File: config.mk
export PLATFORM = sky130hd
export DESIGN_NAME = maze_game_seq
export DESIGN_NICKNAME = d
export VERILOG_FILES = /design/src/rtl/maze_game_seq.sv
export SDC_FILE = /design/constraint.sdc
export NUM_CORES = 1
export LEC_CHECK = 0
export ABC_AREA = 1
export BUFFER_PORTS_ARGS = -buffer_cell sky130_fd_sc_hd__buf_4
export CAP_MARGIN = 20
export CORE_MARGIN = 8
export CORE_UTILIZATION = 30
export CTS_CLUSTER_DIAMETER = 100
export DETAILED_ROUTE_END_ITERATION = 10
export PLACE_DENSITY_LB_ADDON = 0.08
export SETUP_SLACK_MARGIN = 0.05
export SLEW_MARGIN = 20
export SYNTH_ARGS = -nofsm -noshare
export SYNTH_HDL_FRONTEND = slang
export SYNTH_SLANG_ARGS = --single-unit
File: constraint.sdc
create_clock -name i_clk -period 3.5 [get_ports i_clk]
set_clock_uncertainty 0.15 [all_clocks]
set_input_delay 0.525 -clock i_clk [delete_from_list [all_inputs] [get_ports i_clk]]
set_output_delay 0.525 -clock i_clk [all_outputs]
set_load 0.02 [all_outputs]
File: src/rtl/maze_game_seq.sv
// maze_game_seq: game-flow sequencer for the 8x8 LED-matrix maze.
// Owns player position, level, crash/win state and step validation
// against the map ROM through a one-cycle request / rd_valid response port.
//
// Ports:
//   i_clk        system clock (divided scan clock)
//   i_rst_n      asynchronous active-low reset
//   i_frame_tick one-cycle strobe per display frame
//   i_step_en    one-cycle debounced key-press strobe
//   i_dir        00 up (y-1), 01 down (y+1), 10 left (x+1), 11 right (x-1)
//   i_rd_wall    map bit at requested cell
//   i_rd_valid   i_rd_wall is valid this cycle
//   o_rd_req     one-cycle map read request
//   o_rd_x/y     requested cell, held until the next request
//   o_rd_page    requested map page
//   o_map_sel    display page: 00 level1, 01 crash, 10 level2, 11 win
//   o_pos_x/y    player position
//   o_player_on  red player dot enabled
//   o_busy       step in flight
//   o_move_cnt   steps committed in current level, saturating at 255
//
// Optional feature: define MAZE_MOVE_LIMIT_EN to crash on the commit that
// brings o_move_cnt to MOVE_LIMIT (goal entry is never blocked).
module maze_game_seq #(
    parameter int START_X    = 1,
    parameter int START_Y    = 0,
    parameter int GOAL1_X    = 0,
    parameter int GOAL1_Y    = 6,
    parameter int L2_START_X = 6,
    parameter int L2_START_Y = 5,
    parameter int EXIT_X     = 0,
    parameter int EXIT_Y     = 6,
    parameter int CRASH_HOLD = 8,
    parameter int MOVE_LIMIT = 40
) (
    input  logic       i_clk,
    input  logic       i_rst_n,
    input  logic       i_frame_tick,
    input  logic       i_step_en,
    input  logic [1:0] i_dir,
    input  logic       i_rd_wall,
    input  logic       i_rd_valid,
    output logic       o_rd_req,
    output logic [2:0] o_rd_x,
    output logic [2:0] o_rd_y,
    output logic [1:0] o_rd_page,
    output logic [1:0] o_map_sel,
    output logic [2:0] o_pos_x,
    output logic [2:0] o_pos_y,
    output logic       o_player_on,
    output logic       o_busy,
    output logic [7:0] o_move_cnt
);
    typedef enum logic [1:0] {S_PLAY, S_CHECK, S_CRASH, S_WIN} state_t;

    state_t     r_state, w_state;
    logic       r_level, w_level;
    logic [2:0] r_pos_x, r_pos_y, w_pos_x, w_pos_y;
    logic       r_rd_req, w_rd_req;
    logic [2:0] r_rd_x, r_rd_y, w_rd_x, w_rd_y;
    logic [1:0] r_rd_page, w_rd_page;
    logic [7:0] r_move_cnt, w_move_cnt;
    logic [7:0] r_hold, w_hold;

    logic [3:0] w_cx, w_cy;
    logic       w_oob, w_goal, w_limit;
    logic [7:0] w_cnt_inc, w_hold_inc;

    // 4-bit candidate: stepping past 0 or 7 sets bit 3, flagging a wrap
    assign w_cx = {1'b0, r_pos_x} + ((i_dir == 2'b10) ? 4'd1 : 4'd0) - ((i_dir == 2'b11) ? 4'd1 : 4'd0);
    assign w_cy = {1'b0, r_pos_y} + ((i_dir == 2'b01) ? 4'd1 : 4'd0) - ((i_dir == 2'b00) ? 4'd1 : 4'd0);
    assign w_oob = w_cx[3] | w_cy[3];
    // the held request address is the candidate under test
    assign w_goal = r_level ? (r_rd_x == 3'(EXIT_X) && r_rd_y == 3'(EXIT_Y))
                            : (r_rd_x == 3'(GOAL1_X) && r_rd_y == 3'(GOAL1_Y));
    assign w_cnt_inc  = (r_move_cnt == 8'hFF) ? r_move_cnt : r_move_cnt + 8'd1;
    assign w_hold_inc = r_hold + 8'd1;
`ifdef MAZE_MOVE_LIMIT_EN
    assign w_limit = (w_cnt_inc == 8'(MOVE_LIMIT));
`else
    assign w_limit = 1'b0;
`endif

    always_ff @(posedge i_clk or negedge i_rst_n) begin
        if (!i_rst_n) begin
            r_state    <= S_PLAY;
            r_level    <= 1'b0;
            r_pos_x    <= 3'(START_X);
            r_pos_y    <= 3'(START_Y);
            r_rd_req   <= 1'b0;
            r_rd_x     <= 3'd0;
            r_rd_y     <= 3'd0;
            r_rd_page  <= 2'b00;
            r_move_cnt <= 8'd0;
            r_hold     <= 8'd0;
        end else begin
            r_state    <= w_state;
            r_level    <= w_level;
            r_pos_x    <= w_pos_x;
            r_pos_y    <= w_pos_y;
            r_rd_req   <= w_rd_req;
            r_rd_x     <= w_rd_x;
            r_rd_y     <= w_rd_y;
            r_rd_page  <= w_rd_page;
            r_move_cnt <= w_move_cnt;
            r_hold     <= w_hold;
        end
    end

    always_comb begin
        w_state    = r_state;
        w_level    = r_level;
        w_pos_x    = r_pos_x;
        w_pos_y    = r_pos_y;
        w_rd_req   = 1'b0;
        w_rd_x     = r_rd_x;
        w_rd_y     = r_rd_y;
        w_rd_page  = r_rd_page;
        w_move_cnt = r_move_cnt;
        w_hold     = r_hold;
        case (r_state)
            S_PLAY: begin
                if (i_step_en && w_oob) begin
                    w_state = S_CRASH;
                    w_hold  = 8'd0;
                end else if (i_step_en) begin
                    w_state   = S_CHECK;
                    w_rd_req  = 1'b1;
                    w_rd_x    = w_cx[2:0];
                    w_rd_y    = w_cy[2:0];
                    w_rd_page = {r_level, 1'b0};
                end
            end
            S_CHECK: begin
                if (i_rd_valid && w_goal && !r_level) begin
                    w_state    = S_PLAY;
                    w_level    = 1'b1;
                    w_pos_x    = 3'(L2_START_X);
                    w_pos_y    = 3'(L2_START_Y);
                    w_move_cnt = 8'd0;
                end else if (i_rd_valid && w_goal) begin
                    w_state = S_WIN;
                end else if (i_rd_valid && i_rd_wall) begin
                    w_state = S_CRASH;
                    w_hold  = 8'd0;
                end else if (i_rd_valid) begin
                    w_pos_x    = r_rd_x;
                    w_pos_y    = r_rd_y;
                    w_move_cnt = w_cnt_inc;
                    w_state    = w_limit ? S_CRASH : S_PLAY;
                    w_hold     = 8'd0;
                end
            end
            S_CRASH: begin
                if (i_frame_tick) w_hold = w_hold_inc;
                // restart on the tick that brings the hold count to CRASH_HOLD
                if (i_frame_tick && CRASH_HOLD != 0 && w_hold_inc == 8'(CRASH_HOLD)) begin
                    w_state    = S_PLAY;
                    w_level    = 1'b0;
                    w_pos_x    = 3'(START_X);
                    w_pos_y    = 3'(START_Y);
                    w_move_cnt = 8'd0;
                    w_hold     = 8'd0;
                end
            end
            default: ;
        endcase
    end

    assign o_rd_req    = r_rd_req;
    assign o_rd_x      = r_rd_x;
    assign o_rd_y      = r_rd_y;
    assign o_rd_page   = r_rd_page;
    assign o_map_sel   = (r_state == S_CRASH) ? 2'b01 : (r_state == S_WIN) ? 2'b11 : {r_level, 1'b0};
    assign o_pos_x     = r_pos_x;
    assign o_pos_y     = r_pos_y;
    assign o_player_on = (r_state == S_PLAY) || (r_state == S_CHECK);
    assign o_busy      = (r_state == S_CHECK);
    assign o_move_cnt  = r_move_cnt;
endmodule
# Word-level counts from Yosys, hierarchy flattened
# Cells that the tools add are included.
# totals
elab_cells,106
register_bits,33
in_bits,8
# op_classes
eq_ne,22
bitwise,2
n_mux,47
n_addsub,6
n_reduce_logical,19
# ops
operator,count
8-bit 2-to-1 mux,13
3-bit 2-to-1 mux,10
8-bit case mux with 3 select lines,1
2-bit 2-to-1 mux,9
"8-bit by 1-bit adder with 8-bit output, second input constant",2
8-bit case mux with 2 select lines,1
"3-bit by 2-bit != test with 1-bit output, second input constant",4
3-bit case mux with 2 select lines,2
6-bit AND reduction,2
1-bit 2-to-1 mux,9
"3-bit != test, second input constant",3
3-bit by 1-bit adder with 4-bit output,2
"2-bit equality test, second input constant",4
"8-bit by 4-bit equality test with 1-bit output, second input constant",1
"8-bit equality test, second input constant",1
"2-bit != test, second input constant",4
4-bit by 1-bit subtractor with 4-bit output,2
1-bit logical AND,6
2-bit case mux with 3 select lines,1
3-bit AND reduction,2
"5-bit by 2-bit != test with 1-bit output, second input constant",1
5-bit AND reduction,1
"2-bit by 1-bit equality test with 1-bit output, second input constant",2
2-bit zero test,2
11 further kinds,11

# Longest topological paths before layout
# logic_depth
word_depth,8
mapped_depth,15
ltp_nobuf,14

# Worst setup path after synthesis
# Ideal clock, no wire load.
# synth_timing
path_type,input port to flip-flop
start,input i_dir[1]
end,"register r_rd_y[0], in the netlist o_rd_y[0]"
path_buffers,1
t_arrival_ns,1.857
path_stages,12
setup_ns,0.127
setup_slack_ns,1.367
cell_sequence,nor2_1 -> inv_1 -> ha_1 -> nand3_1 -> nand3_1 -> nand2_1 -> nand2_1 -> inv_1 -> nand2_1 -> nor3_2 -> buf_4 -> o21ai_0
# synth_between
elab_chain_cells,8
elab_cells_between_ends,16
# synth_lines
element,line,source
"start, declared",40,"input logic [1:0] i_dir,"
2-bit equality test or 2-bit by 1-bit equality test with 1-bit output (tied branches),"70, 71",
"1-bit 2-to-1 mux, on equally long branches","70, 71",
"3-bit by 1-bit adder with 4-bit output, on equally long branches","70, 71",
"4-bit by 1-bit subtractor with 4-bit output, on equally long branches","70, 71",
1-bit bitwise OR,72,assign w_oob = w_cx[3] | w_cy[3];
1-bit logical AND,123,if (i_step_en && w_oob) begin
1-bit NOT (no source line),-,
3-bit AND reduction (no source line),-,
"end signal, assigned",103,r_rd_y <= w_rd_y;
"end, declared",60,"logic [2:0] r_rd_x, r_rd_y, w_rd_x, w_rd_y;"
# Several ways; a longest one is shown, not always the timed one.
# A chain may end at the register's enable or synchronous reset.

# Final worst setup path
# layout_timing
start,register r_state[0]
end,output o_map_sel[0]
# layout_between
elab_chain_cells,3
elab_cells_between_ends,4
# layout_lines
element,line,source
"start, declared",56,"state_t r_state, w_state;"
"start signal, assigned",97,r_state <= w_state;
2-bit equality test,174,"assign o_map_sel = (r_state == S_CRASH) ? 2'b01 : (r_state == S_WIN) ? 2'b11 : {r_level, 1'b0};"
2-bit 2-to-1 mux,174,
2-bit 2-to-1 mux *,174,
"end, declared",47,"output logic [1:0] o_map_sel,"
# Mark *: on every way between the ends. The rest lies on a longest branch, timed or not.

==> run summary <==
status: completed
fillcell total: 821
asr flop ratio synth: 1.000
main flop type after synthesis: dfrtp_1
Util after Layout: 0.3706
drt via density: 4.462
max-cap viol count: 0
PwrDens: 875.7 nW/um^2
yosys warns: 0
Final min period: 2440 ps
placed cell areas: 2540 um^2
Vias: 1959
TritonCTS Sinks: 33
register bit count reported by yosys: 33
critical path required time: 2820 ps
NumNets Final: 362
Worst Setup End Kind: output port
layout cells sized above 1: 0.1676
Clk pwr share: 0.188
Final Hold Viols: 0
root buffer cell: clkbuf_8
Final HPWL DP: 4.242 mm
number of synthesized flops with an enable pin: 0
DRC viols: 0
initial antenna violation count: 0
final instance area: 2674 um^2
largest net degree at the start of global routing: 34
leakage power: 1.371 nW
grt total ovfl: 0
post-CTS setup buffers: 0
syn_area_per_cell: 7.234 um^2
total CTS buffers: 5
RSZ-0062 raised after global routing: false
Setup-failing EPs final: 0
DRT iter0 DRCs: 49
CTS tree: built
area share of the largest cell type after synthesis: 0.3606
Ant. Diodes: 0
Final period util: 0.6971
wire per inst: 13.15 um
antenna-violating nets left: 0
worst setup path class: flip-flop to output port
Relative slew margins: 0.5038
First-pass DRT Iterations: 4
CP arrival: 1760 ps
H-tree depth: 2
Startpoint Class: flip-flop
crit-path max FO: 11
die height: 102.0 um
Net Sw Frac: 0.4669
Peak VDD IR: 0.2461 mV
Final GP Congestion: 0.7311
post-synth net total: 330
setup TNS: 0 ps
Clk Latency, worst-skew pair: 290 ps
Tightest Hold Check Type: primary input to async pin
Syn Inst Count: 307
Least-Margin Pin Slew: 740.3 ps
hold buffer count at cts: 0
post-synthesis sequential area ratio: 0.3724
Buffers on Ports: 33
sequential power share: 0.269
cell-internal power: 1.248 mW
Comb pwr share: 0.543
die area: 10410 um^2
Mapped Area: 2221 um^2
CORE AREA: 7214 um^2
first-pass GRT wire length: 9.632 mm
Row Count: 31
post-synthesis cell type count: 29
overall power: 2.341 mW
largest area contributor in the netlist: dfrtp_1
CTS Buffer Depth: 2
Max Slew Vio Count: 0
Max Fclk: 409.8 MHz
gr usage total: 0.1187
Area contributors post-synth: dfrtp_1 (36%), nand2_1 (17%), ha_1 (7.3%)
synthesis-to-finish area growth: 20.39%
Top Ports: 35
Multi-input gate area: 1191 um^2
Psw: 1.093 mW
CTS resizes: 0
Starting Density: 0.3078
Die X: 102.0 um
register area: 827.0 um^2
Post-Route WL: 5.772 mm
clock-pin slew on the worst setup and hold paths: 70 ps
number of global-route vias before repair: 1954
through the flow:
step / std cells / setup slack, ps / hold WS (ps)
4_1_cts: 439 / 991.6 / 47.81
6_report: 439 / 1060 / 27.25
3_3_place_gp: 431 / 909.6 / 318.8
3_5_place_dp: 431 / 835.0 / 325.4
2_1_floorplan: 307 / 1367 / 79.41
5_1_grt: 439 / 832.4 / 55.39
power by group through the flow:
| stage | combinational, mW | sequential [mW] | clock (mW) |
|---|---|---|---|
| 3_5_place_dp | 1.30 | 0.640 | 0 |
| 2_1_floorplan | 0.779 | 0.731 | 0 |
| 5_1_grt | 1.43 | 0.651 | 0.471 |
| 6_report | 1.27 | 0.630 | 0.439 |
| 4_1_cts | 1.30 | 0.635 | 0.457 |
| 3_3_place_gp | 1.29 | 0.642 | 0 |
cell families after synthesis:
logic type                 synth area share
and+or+nand+nor                      0.3645
buffers and inverters               0.09126
DFF                                  0.3724
AOI/OAI and AO/OA                   0.04732
adders and majority gates           0.09127
xor gates and xnor gates            0.03155
other                              0.001689
critical path, stage by stage, from the launching register on:
cell     delay [ps]
dfrtp_1         430
inv_1            90
ha_1            330
inv_1           370
nand2_1          90
buf_4           170
registers in the layout, summed over array words and instances (netlist names):
signal / cells
o_pos_x: 3
r_state: 2
o_rd_y: 3
o_rd_req: 1
o_rd_x: 3
o_move_cnt: 8
o_pos_y: 3
r_hold: 8
r_level: 1
o_rd_page: 1
routing by layer:
metal / GRT usage / share of wire
met1: 0.1460 / 0.46
met2: 0.1994 / 0.48
met3: 0.02793 / 0.049
met4: 0.03725 / 0.011
met5: 0 / 0
Yosys cell counts (2+ instances only):
cell and number:
buf_4 3, or2_2 4, o21ai_1 5, dfrtp_1 32, inv_1 40, buf_2 3, nand2_1 103, a21oi_1 4
nand4_1 7, fa_1 2, nor3_1 2, nor2_1 23, o21ai_0 12, ha_1 13, xnor2_1 6, xor2_1 2
nand2_2 4, nand3_1 30, nor2_2 2
cell type report:
| cell class | instances | area share |
|---|---|---|
| clock inverters | 3 | 0.02433 |
| well taps | 99 | 0.04633 |
| clock buffers | 5 | 0.02574 |
| multi-input cells | 226 | 0.4455 |
| flip-flops and latches | 33 | 0.3093 |
| inverters | 40 | 0.05615 |
| repair buffers | 33 | 0.09265 |
path summary, 6_finish.rpt:
| check | cells after the start | slack (ps) | from | endpoint |
|---|---|---|---|---|
| max reg2reg | 8 | 1150 | r_state[0] | r_hold[6] |
| min in group i_clk | 2 | 330 | o_pos_x[0] | o_pos_x[0] |
| min | 1 | 30 | i_rst_n | o_move_cnt[0] |
| min reg2reg | 2 | 330 | o_pos_x[0] | o_pos_x[0] |
| max in group asynchronous | 1 | 2820 | i_rst_n | o_pos_x[0] |
| max | 5 | 1060 | r_state[0] | o_map_sel[0] |
placed cells by master (no fill, tap or decap):
master       n
a21oi_1      4
buf_4       33
bufinv_16    2
clkbuf_8     5
clkinv_2     1
conb_1       1
dfrtp_1     32
dfstp_2      1
fa_1         2
ha_1        13
inv_1       40
nand2_1    103
nand2_2      4
nand2_4      1
nand3_1     30
nand3_2      1
nand3b_1     1
nand4_1      7
nor2_1      23
nor2_2       2
nor2_4       1
nor2_8       1
nor3_1       2
nor3_2       1
o21ai_0     12
o21ai_1      5
or2_2        4
xnor2_1      6
xor2_1       2
(Power assumes the default switching activity.)
